$ cat src/rtl/updown_counter_param.sv
// Parametrised up/down/bounce counter with run-time limits, load, and a
// registered wrap/turnaround event pulse.
module updown_counter_param #(
  parameter int unsigned WIDTH     = 4,
  parameter bit          TURN_HOLD = 1'b1
) (
  input  logic             clock,
  input  logic             reset,
  input  logic             enable,
  input  logic [1:0]       mode,
  input  logic             load,
  input  logic [WIDTH-1:0] load_value,
  input  logic [WIDTH-1:0] lo_limit,
  input  logic [WIDTH-1:0] hi_limit,
  output logic [WIDTH-1:0] count,
  output logic             dir,
  output logic             event_pulse,
  output logic             at_lo,
  output logic             at_hi,
  output logic             limit_err
);

  localparam logic [1:0] ModeUpWrap   = 2'b00;
  localparam logic [1:0] ModeDownWrap = 2'b01;
  localparam logic [1:0] ModeBounce   = 2'b10;
  localparam logic [1:0] ModeHold     = 2'b11;

  logic [WIDTH-1:0] count_q, count_d;
  logic             dir_q, dir_d;
  logic             event_q, event_d;
  logic [WIDTH-1:0] load_clamped;
  logic             past_hi, past_lo, pinned;

  assign limit_err = lo_limit > hi_limit;
  assign at_lo     = count_q == lo_limit;
  assign at_hi     = count_q == hi_limit;
  // Limit compares happen before +/-1, so no modular overflow at the range ends.
  assign past_hi   = count_q >= hi_limit;
  assign past_lo   = count_q <= lo_limit;
  assign pinned    = lo_limit == hi_limit;

  always_comb begin
    load_clamped = load_value;
    if (load_value < lo_limit) begin
      load_clamped = lo_limit;
    end else if (load_value > hi_limit) begin
      load_clamped = hi_limit;
    end
  end

  always_comb begin
    count_d = count_q;
    dir_d   = dir_q;
    event_d = 1'b0;
    if (load) begin
      count_d = limit_err ? load_value : load_clamped;
    end else if (enable && !limit_err) begin
      unique case (mode)
        ModeUpWrap: begin
          dir_d = 1'b0;
          if (past_hi) begin
            count_d = lo_limit;
            event_d = 1'b1;
          end else begin
            count_d = count_q + WIDTH'(1);
          end
        end
        ModeDownWrap: begin
          dir_d = 1'b1;
          if (past_lo) begin
            count_d = hi_limit;
            event_d = 1'b1;
          end else begin
            count_d = count_q - WIDTH'(1);
          end
        end
        ModeBounce: begin
          if (!dir_q) begin
            if (past_hi) begin
              dir_d   = 1'b1;
              event_d = 1'b1;
              if (!TURN_HOLD && !pinned) count_d = count_q - WIDTH'(1);
            end else begin
              count_d = count_q + WIDTH'(1);
            end
          end else begin
            if (past_lo) begin
              dir_d   = 1'b0;
              event_d = 1'b1;
              if (!TURN_HOLD && !pinned) count_d = count_q + WIDTH'(1);
            end else begin
              count_d = count_q - WIDTH'(1);
            end
          end
        end
        ModeHold: begin
        end
      endcase
    end
  end

  always_ff @(posedge clock) begin
    if (!reset) begin
      count_q <= '0;
      dir_q   <= 1'b0;
      event_q <= 1'b0;
    end else begin
      count_q <= count_d;
      dir_q   <= dir_d;
      event_q <= event_d;
    end
  end

  assign count       = count_q;
  assign dir         = dir_q;
  assign event_pulse = event_q;

endmodule
$ cat config.mk
export PLATFORM = sky130hd
export DESIGN_NAME = updown_counter_param
export DESIGN_NICKNAME = d
export VERILOG_FILES = /design/src/rtl/updown_counter_param.sv
export SDC_FILE = /design/constraint.sdc
export NUM_CORES = 1
export LEC_CHECK = 0
export BUFFER_PORTS_ARGS = -buffer_cell sky130_fd_sc_hd__buf_4
export CORE_UTILIZATION = 55
export CTS_CLUSTER_SIZE = 30
export DETAILED_ROUTE_END_ITERATION = 12
export GPL_ROUTABILITY_DRIVEN = 0
export PLACE_DENSITY = 0.8
export SYNTH_ARGS = -nofsm -noshare
export SYNTH_HDL_FRONTEND = slang
export SYNTH_SLANG_ARGS = --single-unit
$ cat constraint.sdc
create_clock -name clock -period 3.1 [get_ports clock]
set_input_delay 0.465 -clock clock [delete_from_list [all_inputs] [get_ports clock]]
set_output_delay 0.465 -clock clock [all_outputs]
set_load 0.02 [all_outputs]
==> impl_results.md <==
* Status: finished clean
* RSZ-0062 raised after global routing: false
* Setup violations, final at 0
* CP Data Arrival Time at 2.61 ns
* Cell Pwr Density at 337 mW/mm^2
* Crit. End Element: flop
* Die height at 51.1 um
* Ys flop type: dfxtp_1
* LEAKAGE at 0.731 nW
* CP Data Required Time at 3.28 ns
* Crit path time final at 2.43 ns
* Share of post-route cells with drive strength above 1 at 22.7%
* Drt wl/cell at 18.2 um
* Largest net degree at the start of global routing at 13
* Worst Hold Class: in -> reg
* Vias in the first global route at 1399
* Hold EP: event_pulse
* Clock root cell: clkbuf_4
* Top cells by area, synth: ha_1 (24%), dfxtp_1 (9.1%), inv_1 (5.1%)
* Die Width at 51.1 um
* Register area share after synthesis at 9.07%
* Gr usage total at 32.4%
* F_max at 0.412 GHz
* Mapped Cells at 157
* Post-DP HPWL at 3.06 mm
* # DRC at 0
* First-pass GRT wire length at 6.31 mm
* Skew final at 0.00143 ns
* Synth top area share at 23.6%
* Worst r2r path cells at 8
* Worst-Margin Slew at 0.530 ns
* Final Cell Area at 0.00155 mm^2
* Yosys cell types at 49
* PostCTS Resize Cnt at 0
* DIE AREA at 0.00261 mm^2
* CP Max Fanout at 8
* Final antenna diode count at 0
* R2R Setup Slk at 0.67 ns
* TritonCTS Buffers at 3
* Cell Rows at 17
* WL final at 3.80 mm
* Min-Delay Startpoint: reset
* Number of enable flip-flop cells after synthesis at 0
* Initial antenna violation count at 0
* Syn avg cell area at 8.43 um^2
* Async SR Flop Fraction at 0%
* Iter 0 DRT Violations at 84
* P&R area growth vs syn at 17.2%
* Worst skew pair latency at 0.25 ns
* Post-CTS Hold Buffers at 0
* # port buffers at 26
* Setup_tns at 0 ns
* Max-slew headroom at 64.4%
* Vias at 1371
* Grt ovf at 0
* Hold Crit Depth at 3
* Slew Viols, Final at 0
* CP startpoint kind: flop
* Max H-tree Level at 1
* Final period utilization at 78.4%
* Final hold violations at 0
* Maxcap violations at 0
* Yosys reg bits at 6
* DRT antenna net count at 0
* TritonCTS sink count at 6
* Reg2reg start: count[0]
* Avg Vias per Cell at 6.56
* Synth warnings at 0
* Mapped Nets at 200
* Clock Pin Slew Worst Setup and Hold Paths at 0.05 ns
* Clock buffer depth at 2
* Initial core utilization at 59.3%
* Placement-stage cell area at 0.00153 mm^2
* CTS tree: built
* Drt pass-1 iters at 4
* Max VDD drop at 0.297 mV
* FF-to-FF End: count[2]
* Synth Cell Area at 0.00132 mm^2
* Area leader, netlist: ha_1
* Top Ports at 27
* Postcts setup bufs at 0
* Fill cell count at 199
* Number of nets in the layout at 226
* Core area at 0.00223 mm^2
* Crit path kind: reg -> reg
-- cells in the mapped netlist, types with 2 or more instances --
| library cell | instances |
|---|---|
| nand2_1 | 4 |
| a221o_1 | 2 |
| nor2_1 | 4 |
| inv_1 | 18 |
| o21a_1 | 4 |
| nand4_1 | 2 |
| mux2_2 | 2 |
| and3_1 | 2 |
| a21oi_1 | 8 |
| and4_1 | 2 |
| clkbuf_1 | 2 |
| nand3_1 | 5 |
| nor3_1 | 3 |
| o221ai_1 | 4 |
| nor2b_1 | 3 |
| a21o_1 | 2 |
| ha_1 | 25 |
| o211ai_1 | 2 |
| mux2i_1 | 5 |
| nand2b_4 | 2 |
| xor2_1 | 6 |
| dfxtp_1 | 6 |
| buf_2 | 2 |
| and2_1 | 2 |
| o21ai_1 | 4 |
| a31oi_1 | 6 |
| a2111oi_4 | 2 |
| o21ai_0 | 6 |
| a22oi_1 | 2 |
-- per-stage QoR --
step	setup WS (ns)	utilization (%)	hold slack, ns	instances	total power, mW
final	0.671	69.5	0.477	209	0.522
after floorplan	0.752	-	0.579	157	0.342
after global routing	0.426	69.5	0.474	209	0.565
after CTS	0.690	69.5	0.467	209	0.518
after detailed placement	0.682	68.5	0.617	206	0.439
after global placement	0.721	68.5	0.589	206	0.423
-- critical path, cell delays in order (launching register included) --
cell       delay, ns
dfxtp_1         0.45
inv_1           0.16
ha_1            0.31
nand2b_4        0.15
a2111oi_4       0.45
nor2_2          0.17
mux2i_1         0.15
a221o_1         0.37
a31oi_1         0.16
-- cell families (layout without fill, tap and decap cells) --
group / Yosys count / count (layout) / share of synthesized area, %
flip-flops: 6 / 6 / 9.07
AND/OR/NAND/NOR: 35 / 35 / 16.5
adder cells (fa/ha/maj): 25 / 25 / 23.6
multiplexers: 7 / 7 / 5.48
AO/OA/AOI/OAI: 54 / 54 / 33.6
XOR/XNOR: 7 / 7 / 4.63
buffers and inverters: 23 / 47 / 6.99
-- flip-flops by register name (all words and copies together), names as in the netlist --
signal and flops:
count 4, event_pulse 1, dir 1
-- metal layers --
| metal | GRT usage [%] | share of wire [%] | up-vias |
|---|---|---|---|
| met2 | 51.8 | 48 | 56 |
| met4 | 12.0 | 1.7 | 0 |
| met5 | 0 | 0 | - |
| li1 | - | - | 653 |
| met3 | 6.55 | 5.5 | 6 |
| met1 | 42.4 | 45 | 656 |
-- power by group --
part           leakage (nW)  internal [mW]  total [mW]  switching (mW)
sequential           0.0494         0.0853       0.107          0.0216
combinational         0.668          0.149       0.339           0.189
clock                0.0138         0.0441      0.0767          0.0326
-- cell type report --
class	count	area (um^2)	share of cell area [%]
repair buffers	26	195	12.6
inverters	18	67.6	4.35
well taps	28	35.0	2.26
clock buffers	3	22.5	1.45
flip-flops and latches	6	120	7.74
multi-input cells	128	1110	71.6
-- worst max path at each step --
stage / endpoint / depth (start not counted) / slack [ns] / start
2_1_floorplan: event_pulse / 8 / 0.75 / count[0]
4_1_cts: count[0] / 8 / 0.69 / count[0]
3_5_place_dp: count[0] / 8 / 0.68 / hi_limit[0]
5_1_grt: count[1] / 8 / 0.43 / count[0]
3_3_place_gp: count[2] / 8 / 0.72 / hi_limit[0]
6_report: count[2] / 8 / 0.67 / count[0]
-- layout by cell type, fill, tap and decap left out, drive strengths merged, types with 2 or more instances in the layout --
cell     synthesis  final
o211ai           2      2
nor2             5      5
a31oi            6      6
nand2b           2      2
nand2            4      4
inv             18     18
mux2i            5      5
a221o            2      2
o21ai           10     10
and3             2      2
nand4            2      2
o221ai           4      4
o31ai            2      2
and4             3      3
mux2             2      2
o21a             4      4
buf              3     26
ha              25     25
a21o             2      2
dfxtp            6      6
a22oi            2      2
clkbuf           2      3
nor3             3      3
nand3            5      5
a2111oi          2      2
nor2b            3      3
xor2             6      6
a21oi            9      9
and2             2      2
(Power assumes the default switching activity.)
